==> src/rtl/regfile_wb_scheduler.sv <==
// regfile_wb_scheduler: write-back port arbiter and pending-write scoreboard
// for the 32-entry register file.
// Build option: define WB_RR_ARB_EN for round-robin arbitration between the
// ALU (A) and load (B) requesters; otherwise B has fixed priority over A.
module regfile_wb_scheduler #(
    parameter int XLEN  = 32,
    parameter int NREG  = 32,
    parameter int AW    = 5,
    parameter int CNT_W = 16
) (
    input  logic             clk,
    input  logic             reset,
    input  logic             a_valid,
    input  logic [AW-1:0]    a_rd,
    input  logic [XLEN-1:0]  a_data,
    output logic             a_ready,
    input  logic             b_valid,
    input  logic [AW-1:0]    b_rd,
    input  logic [XLEN-1:0]  b_data,
    output logic             b_ready,
    input  logic             rsv_valid,
    input  logic [AW-1:0]    rsv_rd,
    output logic             rsv_ready,
    output logic             reg_write,
    output logic [AW-1:0]    write_reg,
    output logic [XLEN-1:0]  write_data,
    output logic [NREG-1:0]  busy_mask,
    output logic [CNT_W-1:0] commit_cnt
);

    typedef enum logic {
        GRANT_A = 1'b0,
        GRANT_B = 1'b1
    } grant_e;

    logic             r_reg_write;
    logic [AW-1:0]    r_write_reg;
    logic [XLEN-1:0]  r_write_data;
    logic [NREG-1:0]  r_busy;
    logic [CNT_W-1:0] r_commit_cnt;

    grant_e           w_grant;
    logic             w_xfer;
    logic [AW-1:0]    w_rd;
    logic [XLEN-1:0]  w_data;
    logic             w_commit;
    logic             w_rsv_set;
    logic [NREG-1:0]  w_busy_nxt;

`ifdef WB_RR_ARB_EN
    grant_e           r_last_grant;

    // Remember which requester won the most recent transfer (x0 included).
    always_ff @(posedge clk or posedge reset) begin
        if (reset) begin
            r_last_grant <= GRANT_A;
        end else if (w_xfer) begin
            r_last_grant <= w_grant;
        end
    end

    // Arbitration: on contention, grant the requester that did not win last.
    always_comb begin
        w_grant = GRANT_A;
        if (a_valid && b_valid) begin
            w_grant = (r_last_grant == GRANT_A) ? GRANT_B : GRANT_A;
        end else if (b_valid) begin
            w_grant = GRANT_B;
        end
    end
`else
    // Arbitration: fixed priority, load unit (B) wins over ALU (A).
    always_comb begin
        w_grant = GRANT_A;
        if (b_valid) begin
            w_grant = GRANT_B;
        end
    end
`endif

    assign a_ready  = a_valid && (w_grant == GRANT_A);
    assign b_ready  = b_valid && (w_grant == GRANT_B);
    assign w_xfer   = (a_valid && a_ready) || (b_valid && b_ready);
    assign w_rd     = (w_grant == GRANT_B) ? b_rd   : a_rd;
    assign w_data   = (w_grant == GRANT_B) ? b_data : a_data;
    // Writes to x0 are accepted but dropped: no reg_write, no scoreboard or count change.
    assign w_commit = w_xfer && (w_rd != '0);

    assign rsv_ready = (rsv_rd == '0) || !r_busy[rsv_rd];
    assign w_rsv_set = rsv_valid && rsv_ready && (rsv_rd != '0);

    // Scoreboard next state: commit clears, reservation sets, set wins on a tie.
    always_comb begin
        w_busy_nxt    = r_busy;
        w_busy_nxt[0] = 1'b0;
        for (int unsigned i = 1; i < NREG; i++) begin
            if (w_commit && (w_rd == AW'(i))) begin
                w_busy_nxt[i] = 1'b0;
            end
            if (w_rsv_set && (rsv_rd == AW'(i))) begin
                w_busy_nxt[i] = 1'b1;
            end
        end
    end

    // Register-file write port: one-cycle registered image of the committed transfer.
    always_ff @(posedge clk or posedge reset) begin
        if (reset) begin
            r_reg_write  <= 1'b0;
            r_write_reg  <= '0;
            r_write_data <= '0;
        end else begin
            r_reg_write <= w_commit;
            if (w_commit) begin
                r_write_reg  <= w_rd;
                r_write_data <= w_data;
            end
        end
    end

    // Pending-write flags.
    always_ff @(posedge clk or posedge reset) begin
        if (reset) begin
            r_busy <= '0;
        end else begin
            r_busy <= w_busy_nxt;
        end
    end

    // Committed non-x0 write counter, wraps naturally.
    always_ff @(posedge clk or posedge reset) begin
        if (reset) begin
            r_commit_cnt <= '0;
        end else if (w_commit) begin
            r_commit_cnt <= r_commit_cnt + 1'b1;
        end
    end

    assign reg_write  = r_reg_write;
    assign write_reg  = r_write_reg;
    assign write_data = r_write_data;
    assign busy_mask  = r_busy;
    assign commit_cnt = r_commit_cnt;

endmodule
==> config.mk <==
export PLATFORM = sky130hd
export DESIGN_NAME = regfile_wb_scheduler
export DESIGN_NICKNAME = d
export VERILOG_FILES = /design/src/rtl/regfile_wb_scheduler.sv
export SDC_FILE = /design/constraint.sdc
export NUM_CORES = 1
export LEC_CHECK = 0
export CAP_MARGIN = 30
export CORE_ASPECT_RATIO = 0.7
export CORE_MARGIN = 2
export CORE_UTILIZATION = 47
export DETAILED_ROUTE_END_ITERATION = 7
export PLACE_DENSITY = 0.88
export SYNTH_ARGS = -nofsm -noshare
export SYNTH_HDL_FRONTEND = slang
export SYNTH_SLANG_ARGS = --single-unit
export TNS_END_PERCENT = 10
==> constraint.sdc <==
create_clock -name clk -period 6.2 [get_ports clk]
set_input_delay 1.86 -clock clk [delete_from_list [all_inputs] [get_ports clk]]
set_output_delay 1.86 -clock clk [all_outputs]
set_load 0.005 [all_outputs]
==> summary by stage, run 1 <==
Status
The run finished with clean final reports.

Synthesis
Summed over its instances, the top area cell type makes up around half of the synthesized netlist area. The most common flop cell mapped by yosys is sky130_fd_sc_hd__dfrtp_1. The distinct cell type count after synthesis is 56. Synthesis produced a netlist whose cell count is approximately 430. After synthesis, the most frequently instantiated cells are sky130_fd_sc_hd__dfrtp_1, sky130_fd_sc_hd__nand2_1, sky130_fd_sc_hd__mux2i_1, sky130_fd_sc_hd__o21ai_0, sky130_fd_sc_hd__nand3_1. The average cell area after synthesis is 10.3 sq um. During synthesis, Yosys emitted a total of 0 warnings. The mapped netlist covers 0.00441 sq mm.

Ranked by total cell area, the synthesized netlist is headed by sky130_fd_sc_hd__dfrtp_1, sky130_fd_sc_hd__mux2i_1, sky130_fd_sc_hd__nand2_1. The async set or reset register ratio after synthesis is between 90% and 100%. The most common cell in the synthesized netlist is sky130_fd_sc_hd__dfrtp_1.

The net count after synthesis is 512. Of the synthesized area, sequential elements account for approximately half. The number of flops mapped to enable cells by yosys is 0. The biggest area consumer among synthesized cells is sky130_fd_sc_hd__dfrtp_1. The synthesized design contains 85 register bits.

GRT
The initial antenna violation count is 0. The global-route total usage across every layer is approximately 27%. Entering global routing, the biggest net connects 54 pins. The first global-routing pass estimated approximately 21000 microns of wire. Summed over all layers, the global routing overflow is 0. The number of global-route vias before repair came to ~4.0k.

Place
Buffers placed on the I/O ports in this run total 171. After legalization and detailed placement, the total HPWL measured 10000 microns. The pre-CTS setup slack is roughly 0.077 ns. At the end of routability-driven placement, the weighted congestion stood at between 0.9 and 1. The placed instances occupy a cell area of a little over 0.006 sq mm. After detailed placement, the design holds a cell count of between 700 and 800.

Setup path
The endpoint identified for the worst register-to-register timing path is busy_mask[24]. Measured in cells, the most critical reg-to-reg path has a length of 3. The number of buffers and inverters on the critical path is 2. The endpoint arrival time on the critical path is 3.99 ns.

The slowest cell on the critical path is sky130_fd_sc_hd__clkdlybuf4s50_1. The startpoint identified for the worst register-to-register timing path is busy_mask[27]. The delay contributed by the slowest stage of the critical path is ~0.75 ns. The launch point of the worst path is rsv_rd[2]. The kind of capture point of the worst setup path is an output port. The data required time of the worst path is 4.34 ns. The critical path crosses 6 cells after its start point. The category of the most critical setup path is primary input to output port. The largest fanout on the critical path is 11.

The worst setup path endpoint is rsv_ready. By instance count, the cell type seen most on the critical path is sky130_fd_sc_hd__clkdlybuf4s50_1. The kind of cell adding the most delay to the critical path is buffers and inverters.

STA classifies the critical path startpoint as a primary input. The slack of the worst reg-to-reg path is 4.43 ns. The critical path goes through clkdlybuf4s50_1 -> mux4_2 -> mux2i_1 -> nor3b_1 -> nor3_1 -> clkdlybuf4s50_1.

Timing
The final critical-path required period is between 5 and 6 ns. The count of final max-slew check failures came to 0. In this run the tightest slew margin relative to its limit is ~35%. The count of final hold-check violations is 0. Based on the critical path, the design can be clocked at up to ~0.17 GHz. The number of endpoints failing setup at the final stage is 0. Setup repair after global routing left no endpoint under its margin.

The actual transition at the worst max-transition pin is slightly below 1 ns. Across all setup checks in the final design, the least slack found is around 0.35 ns. The final sum of negative setup slack is 0 ns. Clock skew on the completed layout was measured at 0.00446 ns. The final critical-path share of the clock period is between 90% and 100%.

Clock network
The clock passes through at most 2 buffers. The CTS tree is built. Buffers added to address setup during post-CTS repair amount to 0. The CTS clock-pin slew for the worst setup and hold paths is 0.06 ns. The insertion delay to the later sink of the worst-skew pair is between 0.3 and 0.4 ns.

The clock tree synthesis step divided the H-tree into 3 levels. The number of clock buffers inserted by TritonCTS is 9. The root cell of the clock tree is sky130_fd_sc_hd__clkbuf_16. Clock tree synthesis found a total of 85 sinks.

Route
The final routed wire length divided by cell count is roughly 18 microns. The total vias in the final route is 4020. Wires add up to 13300 microns. The first TritonRoute pass finished after 5 iterations. In the routed design, unresolved DRC markers number 0.

The first routing iteration left 358 violations. The remaining antenna violation count is 0. In the routed layout, each cell is associated on average with a via count of 5.57.

Final layout
Counting the fill cells in the layout gives slightly below 700. The flip-flop count of the largest register, all copies and words added is 32. After routing the design area is ~0.0065 sq mm. The final layout contains 678 nets.

The number of antenna diodes in the final layout is 0. The area overhead of the layout relative to synthesis is 46.8%. The final instance count without filler cells is 722. The fraction of layout cells with a size suffix above 1 is under 10%.

Flow run
The tool flagged a number of max-cap violations equal to 0.

Min path
Along the worst hold path, the cell count comes to 1. The worst min-delay path class is flip-flop to flip-flop.

Floorplanning
The site row count is 29. The area of the die is 0.0102 sq mm. The I/O pin count is 173.

Measured along the x axis, the die boundary spans 120 microns. The initial cell density of the core is roughly half. The placeable core region is just over 0.009 sq mm. The floorplan step set the die height to 85.0 microns.

Pwr
Power comes to approximately 0.0018 W. In this run the static leakage power is 2.70 nW. The peak supply drop is ~0.0002 V. The total power divided by cell area is roughly 290 mW/mm^2.
-- where the power goes --
part	leakage (nW)	internal [W]	switching [W]
clock network	0.136	0.000323	0.000209
registers	1.05	0.000662	0.000105
logic	1.51	0.000337	0.000212
total	2.70	0.00132	0.000526
-- stage by stage --
stage	util, %	hold WS (ns)
after floorplan	-	0.468
after global placement	68.0	0.460
after detailed placement	68.0	0.462
after CTS	71.3	0.480
after global routing	71.3	0.503
final	71.3	0.478
-- cells by family (layout without fill, tap and decap cells) --
kind of cell    after synthesis  count (layout)  synth area share, %
compound gates              101             101                 15.4
xor+xnor                     15              15                 2.98
fa+ha+maj                     1               1                0.284
buf+inv                      37             208                 4.71
flops                        85              85                 48.3
mux                          48              48                 11.9
other cells                   1               1               0.0851
simple gates                139             139                 16.4
-- metal layers --
layer	global-route usage, %	up-vias	part of all wire (%)	wire, microns
met4	8.34	0	1.7	223
met2	42.7	194	46	6130
li1	-	1859	-	-
met1	37.6	1949	44	5780
met3	7.46	18	8.5	1120
met5	0	-	0	0
-- layout by cell type (no fill, tap or decap), types with 9 or more instances in the layout --
cell type,n
sky130_fd_sc_hd__clkdlybuf4s50_1,169
sky130_fd_sc_hd__dfrtp_1,85
sky130_fd_sc_hd__nand2_1,57
sky130_fd_sc_hd__mux2i_1,42
sky130_fd_sc_hd__o21ai_0,40
sky130_fd_sc_hd__nand3_1,31
sky130_fd_sc_hd__o21ai_1,18
sky130_fd_sc_hd__xnor2_1,14
sky130_fd_sc_hd__inv_1,11
sky130_fd_sc_hd__nor2_1,10
sky130_fd_sc_hd__clkbuf_16,9
-- what timing repair did --
item | in CTS | in global routing
hold buffers | 0 | 0
setup endpoints to repair | 0 | 1
resized for setup | 0 | 1
endpoints found under the hold margin | 0 | 0
-- area by class of cell --
cell class	instances	area, sq um	area share [%]
Inverter	13	50.0	0.774
Tap cell	124	155	2.40
Clock buffer	13	250	3.87
Multi-Input combinational cell	305	2070	32.0
Clock inverter	3	45.0	0.696
Timing Repair Buffer	179	1770	27.4
Sequential cell	85	2130	32.9
-- worst min path at each step --
stage                               from        endpoint  slack (ns)
after detailed placement  commit_cnt[15]  commit_cnt[15]        0.46
after global placement    write_data[28]  write_data[28]        0.46
after floorplan           commit_cnt[15]  commit_cnt[15]        0.47
after CTS                 commit_cnt[15]  commit_cnt[15]        0.48
final                       write_reg[3]    write_reg[3]        0.48
after global routing       write_data[8]   write_data[8]        0.50
Power figures use the tool's default switching activity.
==> inputs of run 2 (changes only) <==
--- a/config.mk
+++ b/config.mk
@@ -7,3 +7,3 @@
 export LEC_CHECK = 0
-export CAP_MARGIN = 30
+export CAP_MARGIN = 20
 export CORE_ASPECT_RATIO = 0.7
@@ -13,2 +13,3 @@
 export PLACE_DENSITY = 0.88
+export SLEW_MARGIN = 10
 export SYNTH_ARGS = -nofsm -noshare
--- a/constraint.sdc
+++ b/constraint.sdc
@@ -3,2 +3,2 @@
 set_output_delay 1.86 -clock clk [all_outputs]
-set_load 0.005 [all_outputs]
+set_load 0.01 [all_outputs]
==> run 2 against run 1 <==
Effect of this change:
- count of clock-buffer cells in the layout is 2 lower
- first-iteration DRC count increased by 17%
- sequential power barely moved
- register-to-register slack about the same
- final cell count rose by 0.14%
- worst hold slack gained 0.0040 ns
- critical path type unchanged
- critical endpoint unchanged
==> summary by stage, run 2 (synthesized netlist as in run 1, its figures left out) <==
Floorplanning
The floorplan step set the die width to around 120 microns. Measured along the y axis, the die boundary spans ~85 microns. The initial cell density of the core is 48.6%. The floorplan step defined a die boundary enclosing between 0.01 and 0.015 sq mm. The floorplan has 29 rows.

173 I/O pins were placed. The placeable core region is 0.00907 sq mm.

Route
The total vias in the final route is ~4.0k. The iteration-0 DRC count of the detailed router is 418. The final routed wire length divided by cell count is between 15 and 20 microns.

Using the TritonRoute via totals, the vias-per-cell ratio works out to 5.60. The detailed-routing iteration count for the pre-antenna-repair pass is 5. The wire length reported by the detailed router is 12800 microns. After detailed routing, the number of remaining DRC violations is 0. The remaining antenna violation count is 0.

Timing
The count of final max-slew check failures is 0. The worst hold margin is between 0.4 and 0.5 ns. The worst slew margin relative to its limit is between 40% and 50%. The setup slack after layout is ~0.12 ns.

Setup repair after global routing left no endpoint under its margin. The setup skew after layout is about 0.0037 ns. Dividing the final minimum period by the clock period gives a little over nine tenths. For the finished layout, the period the worst path requires is slightly above 6 ns.

The number of endpoints failing setup at the final stage is 0. The count of final hold-check violations is 0. Based on the critical path, the design can be clocked at up to ~0.16 GHz.

At the pin with the least slew margin, the transition time is between 0.8 and 0.9 ns. The final sum of negative setup slack is 0 ns.

Setup path
The launching element type of the critical path is a primary input. The delay contributed by the slowest stage of the critical path is 0.62 ns. The most repeated library cell on the critical path is sky130_fd_sc_hd__clkdlybuf4s50_1. The largest fanout on the critical path is 10.

The number of buffer and inverter instances along the worst setup path is 3. For the worst setup path, the data arrival time is 4.22 ns. The data required time of the worst path is between 4 and 5 ns. The worst setup path is captured at an output port. The depth of the most critical reg-to-reg path is 3. The slowest cell on the critical path is sky130_fd_sc_hd__clkdlybuf4s50_1. The critical path is of the primary input to output port type.

Counting buffers and inverters, the worst setup path is 7 cells deep. Among cell families on the critical path, the largest total delay comes from buffers and inverters. Traced cell by cell, the critical path runs through clkdlybuf4s50_1 -> buf_6 -> mux2_4 -> a221oi_2 -> o21ai_1 -> nor3_1 -> clkdlybuf4s50_1.

GRT
The number of global-route vias before repair was around 4.1k. The maximum number of pins on one net before global-route repair is 50. The wire length of the first global-routing pass is just over 20000 microns.

After global routing the overflow that remains totals 0. The global-route total usage across every layer is 26.1%. The initial antenna violation count came to 0.

Place
The pre-CTS setup slack is ~0.09 ns. The final weighted congestion in routability-driven placement is between 0.9 and 1. The total placed instance area is a little over 0.006 sq mm.

The HPWL reported at the end of detailed placement is approximately 9800 microns. The number of port buffers is 171.

Pwr
The worst-case IR drop observed on VDD is a little over 0.0002 V. Summing internal, switching and leakage power gives approximately 0.0019 W. The leakage power figure is 2.71 nW. Power spread over the standard cell area amounts to approximately 290 mW/mm^2.

Final layout
The footprint of the multi-input gates is about 0.0021 sq mm. Leaving out fill and tap cells, the most frequent cells in the layout are sky130_fd_sc_hd__clkdlybuf4s50_1, sky130_fd_sc_hd__dfrtp_1, sky130_fd_sc_hd__nand2_1. The fraction of layout cells with a size suffix above 1 is approximately 9.0%. The number of antenna diodes in the final layout is 0. The area overhead of the layout relative to synthesis is 47.6%. The register with the most flip-flops in the layout has 32 of them. The count of filler cells inserted in the layout is roughly 660. After routing the design area is approximately 0.0065 sq mm. In the final layout, flip-flops and latches occupy between 0.002 and 0.0025 sq mm. The most common library cell in the layout ignoring fill and taps is sky130_fd_sc_hd__clkdlybuf4s50_1. The number of nets in the final layout is 679.

Clock network
The maximum level of the CTS H-tree is 3. The insertion delay to the later sink of the worst-skew pair is between 0.3 and 0.4 ns. The maximum buffer depth of the clock tree is 2. Hold repair after CTS inserted 0 buffers.

The post-CTS setup buffer count is 0. The count of cells resized by post-cts repair is 0. The number of clock buffers inserted by TritonCTS is 9. The number of clock sinks seen by CTS is 85. After clock tree synthesis, the clock-pin slew on the worst setup and hold paths is 0.06 ns.

TritonCTS built the clock tree. The root cell of the clock tree is sky130_fd_sc_hd__clkbuf_16.

Min path
The tightest min-delay check is of the flip-flop to flip-flop type. The count of cells along the worst hold path is 2.

Status
The flow ran to the end, and the final reports show no timing, DRC or antenna violations.

Flow run
The count of max-cap constraint violations is 0.
==> run 2: layout make-up <==
type / count / share of cell area, %
Inverter: 13 / 0.769
Tap cell: 124 / 2.38
Multi-Input combinational cell: 305 / 31.8
Timing Repair Buffer: 180 / 27.5
Sequential cell: 85 / 32.7
Clock buffer: 11 / 3.88
Clock inverter: 5 / 0.904
==> run 2: routing by layer <==
| layer | wire [microns] | part of all wire [%] | up-vias | GRT usage, % |
|---|---|---|---|---|
| li1 | - | - | 1860 | - |
| met1 | 5560 | 43 | 1964 | 35.0 |
| met2 | 5860 | 46 | 194 | 41.1 |
| met3 | 1060 | 8.3 | 28 | 6.72 |
| met4 | 346 | 2.7 | 0 | 9.84 |
| met5 | 0 | 0 | - | 0 |
==> run 2: tightest hold or removal path: cells and delay by family, from the launching register on <==
kind,cells,cell delay (ns)
flops,1,0.34
compound gates,1,0.06
simple gates,1,0.05
==> run 2: per-stage QoR <==
stage	std cells	util [%]
finish	723	71.7
global route	723	71.7
CTS	723	71.7
detailed placement	707	68.2
global placement	707	68.2
floorplan	427	-
==> run 2: path summary, 6_finish.rpt <==
kind                                 from             end  slack, ns
max                             rsv_rd[0]       rsv_ready       0.12
min                        write_data[23]  write_data[23]       0.48
max reg2reg                 busy_mask[23]   busy_mask[19]       4.42
min reg2reg                write_data[23]  write_data[23]       0.48
max in group asynchronous           reset   busy_mask[20]       3.26
min in group asynchronous           reset  write_data[25]       1.90
==> run 2: power breakdown <==
group | internal, W | leakage [nW] | switching [W]
clock network | 0.000334 | 0.148 | 0.000217
registers | 0.000662 | 1.05 | 0.000105
logic | 0.000341 | 1.51 | 0.000253
==> inputs of run 3 (changes only) <==
CTS_BUF_LIST = sky130_fd_sc_hd__clkbuf_16   (was default)
==> run 3 against run 2 <==
Effect of this change:
- critical endpoint unchanged
- wire length down 0.12%
- sequential share of layout area increased by 0.10 points
- combinational power about the same
- core utilization shrank 0.22 points
- first-iteration DRC count shrank 9.8%
- clock power shrank 4.9%
- cell area decreased by 0.31%
- setup slack worse by 0.010 ns
- non-clock buffer count did not move
- die area unchanged
==> summary by stage, run 3 (synthesized netlist as in run 1, its figures left out) <==
Floorplanning
The core region is 0.00907 sq mm. The chip width is approximately 120 microns. The initialized floorplan defines 29 standard-cell rows. Once the floorplan was initialized, standard cells occupied between 40% and 50% of the core.

The area of the die is ~0.010 sq mm. The die span in y is approximately 85 microns. During I/O placement, the number of pins put on the boundary was between 150 and 200.

Timing
The count of final hold-check violations is 0. The setup slack after layout is 0.112 ns. The setup skew after layout is 0.00412 ns.

The actual transition at the worst max-transition pin is approximately 0.80 ns. The final sum of negative setup slack is 0 ns. Setup repair after global routing left no endpoint under its margin. The worst slew margin relative to its limit is a little under half.

The maximum clock rate is approximately 0.16 GHz. After layout, the worst path uses between 90 and 100% of the clock period. The number of endpoints failing setup at the final stage is 0. The final critical-path required period is around 6.1 ns. The count of final max-slew check failures is 0.

Setup path
The endpoint arrival time on the critical path is approximately 4.2 ns. In this run the critical register-to-register path is launched from busy_mask[23]. The data required time of the worst path is 4.34 ns. The critical path is of the primary input to output port type. In this run the register-to-register setup slack is roughly 4.4 ns. The depth of the most critical reg-to-reg path is 3. The worst setup path is captured at an output port. The critical register-to-register path endpoint is busy_mask[19]. The largest fanout on the critical path is 10. STA classifies the critical path startpoint as a primary input.

Final layout
Leaving out fill and tap cells, the most frequent cells in the layout are sky130_fd_sc_hd__clkdlybuf4s50_1, sky130_fd_sc_hd__dfrtp_1, sky130_fd_sc_hd__nand2_1. The number of nets in the final layout is just under 700. The most common library cell in the layout ignoring fill and taps is sky130_fd_sc_hd__clkdlybuf4s50_1. From synthesis to final layout, the design area changed by 47.2%. The total inserted antenna cells is 0. The count of filler cells inserted in the layout is between 600 and 700.

The register with the most flip-flops in the layout has 32 of them. The post-route netlist has around 8.7% of its cells at a drive strength greater than 1.

GRT
The met2 routing resource usage after global routing is between 40 and 50%. The initial antenna violation count is 0. The maximum number of pins on one net before global-route repair is 50. The leftover overflow at the end of global routing is 0.

The first global-routing pass estimated roughly 20000 microns of wire. The number of global-route vias before repair was between 4k and 5k. In the global route stage, met3 resource usage came out at around 6.7%. Global routing consumed, over all layers together, roughly 26% of the routing resources. The fraction of met1 tracks used by global routing is 34.9%. The busiest metal layer after global routing is met2.

Pwr
The share of total power in combinational logic is approximately a third. Sequential cells burn between 40% and 50% of the power. The share of power burned in the clock network is between 20% and 30%. The total power divided by cell area is approximately 290 mW/mm^2.

In this run switching power makes up 30.4% of total power. Cell internal power was estimated by the tool at 0.00131 W. The peak supply drop is ~0.00021 V. The analysis attributes to net switching a power of ~0.00057 W. In this run the static leakage power is around 2.7 nW.

Flow run
Max-cap violations in this run came to 0.

Place
Buffers placed on the I/O ports in this run total 171. The pre-CTS setup slack is 0.0880 ns. The HPWL reported at the end of detailed placement is just under 10000 microns. Routability-driven placement finished with a final weighted congestion of approximately 1.

Route
The iteration-0 DRC count of the detailed router is between 300 and 400. The total vias in the final route is just over 4k. The final routed wire length divided by cell count is ~18 microns.

The routed design has 12800 microns of wire. The average via count per standard cell is 5.57. For this run, the detailed router's first-pass iteration total came to 5. The remaining antenna violation count is 0. After detailed routing, the number of remaining DRC violations is 0.

Min path
Counting instances, the worst hold path has a depth of 2. In this run the most critical hold path is launched from write_data[23]. The path with the worst hold slack has its endpoint at write_data[23]. The worst min-delay path class is flip-flop to flip-flop.

Status
The run finished with clean final reports.

Clock network
The clock tree synthesis step divided the H-tree into 3 levels. The CTS tree is built. The number of clock sinks seen by CTS is between 80 and 90.

In this run the deepest clock path goes through 2 buffers. The number of clock buffers inserted by TritonCTS is 9. In this run the clock root is driven by a sky130_fd_sc_hd__clkbuf_16. At the later pin of the worst-skew pair, clock insertion delay measures around 0.34 ns. Clock-pin slew was measured on the worst setup and hold paths at approximately 0.060 ns.

The hold-fix buffer count after cts is 0.
run 3: area by class of cell:
type / instances / area (sq um) / area share (%)
inverters: 13 / 50.0 / 0.772
well taps: 124 / 155 / 2.39
repair buffers: 180 / 1790 / 27.6
multi-input cells: 305 / 2070 / 31.9
clock inverters: 7 / 66.3 / 1.02
clock buffers: 9 / 225 / 3.47
flip-flops and latches: 85 / 2130 / 32.8
run 3: worst max-delay path by stage:
| stage | to | depth (start not counted) | startpoint | slack (ns) |
|---|---|---|---|---|
| floorplan | rsv_ready | 4 | rsv_rd[0] | 1.34 |
| global placement | rsv_ready | 7 | rsv_rd[0] | 0.14 |
| detailed placement | rsv_ready | 7 | rsv_rd[0] | 0.09 |
| CTS | rsv_ready | 7 | rsv_rd[0] | 0.08 |
| global route | rsv_ready | 7 | rsv_rd[0] | 0.02 |
| finish | rsv_ready | 7 | rsv_rd[0] | 0.11 |
run 3: timing repair:
action	CTS	global route
endpoints found under the setup margin	0	1
endpoints found under the hold margin	0	0
buffers inserted	0	0
resized for setup	0	1
run 3: power groups by stage:
stage | sequential [W] | combinational (W) | clock [W]
finish | 0.000767 | 0.000593 | 0.000524
global route | 0.000780 | 0.000639 | 0.000557
CTS | 0.000764 | 0.000598 | 0.000532
detailed placement | 0.000772 | 0.000595 | 0
global placement | 0.000770 | 0.000580 | 0
floorplan | 0.000797 | 0.000217 | 0
run 3: critical path, cell delays in order:
cell	delay (ns)
sky130_fd_sc_hd__clkdlybuf4s50_1	0.62
sky130_fd_sc_hd__buf_6	0.21
sky130_fd_sc_hd__mux2_4	0.32
sky130_fd_sc_hd__a221oi_2	0.32
sky130_fd_sc_hd__o21ai_1	0.12
sky130_fd_sc_hd__nor3_1	0.21
sky130_fd_sc_hd__clkdlybuf4s50_1	0.57
run 3: metrics by stage:
step                util (%)  instances  hold WS (ns)  cell area (sq um)  total power [W]
detailed placement      68.2        707         0.470               6190          0.00137
finish                  71.5        723         0.482               6490          0.00188
global placement        68.2        707         0.460               6190          0.00135
global route            71.5        723         0.506               6490          0.00198
CTS                     71.5        723         0.484               6480          0.00189
floorplan                  -        427         0.507               4410          0.00101
run 3: per-layer routing:
metal  share of wire [%]  wire, microns
met4                 2.3            293
met5                   0              0
met3                  10           1280
met1                  42           5420
met2                  45           5820
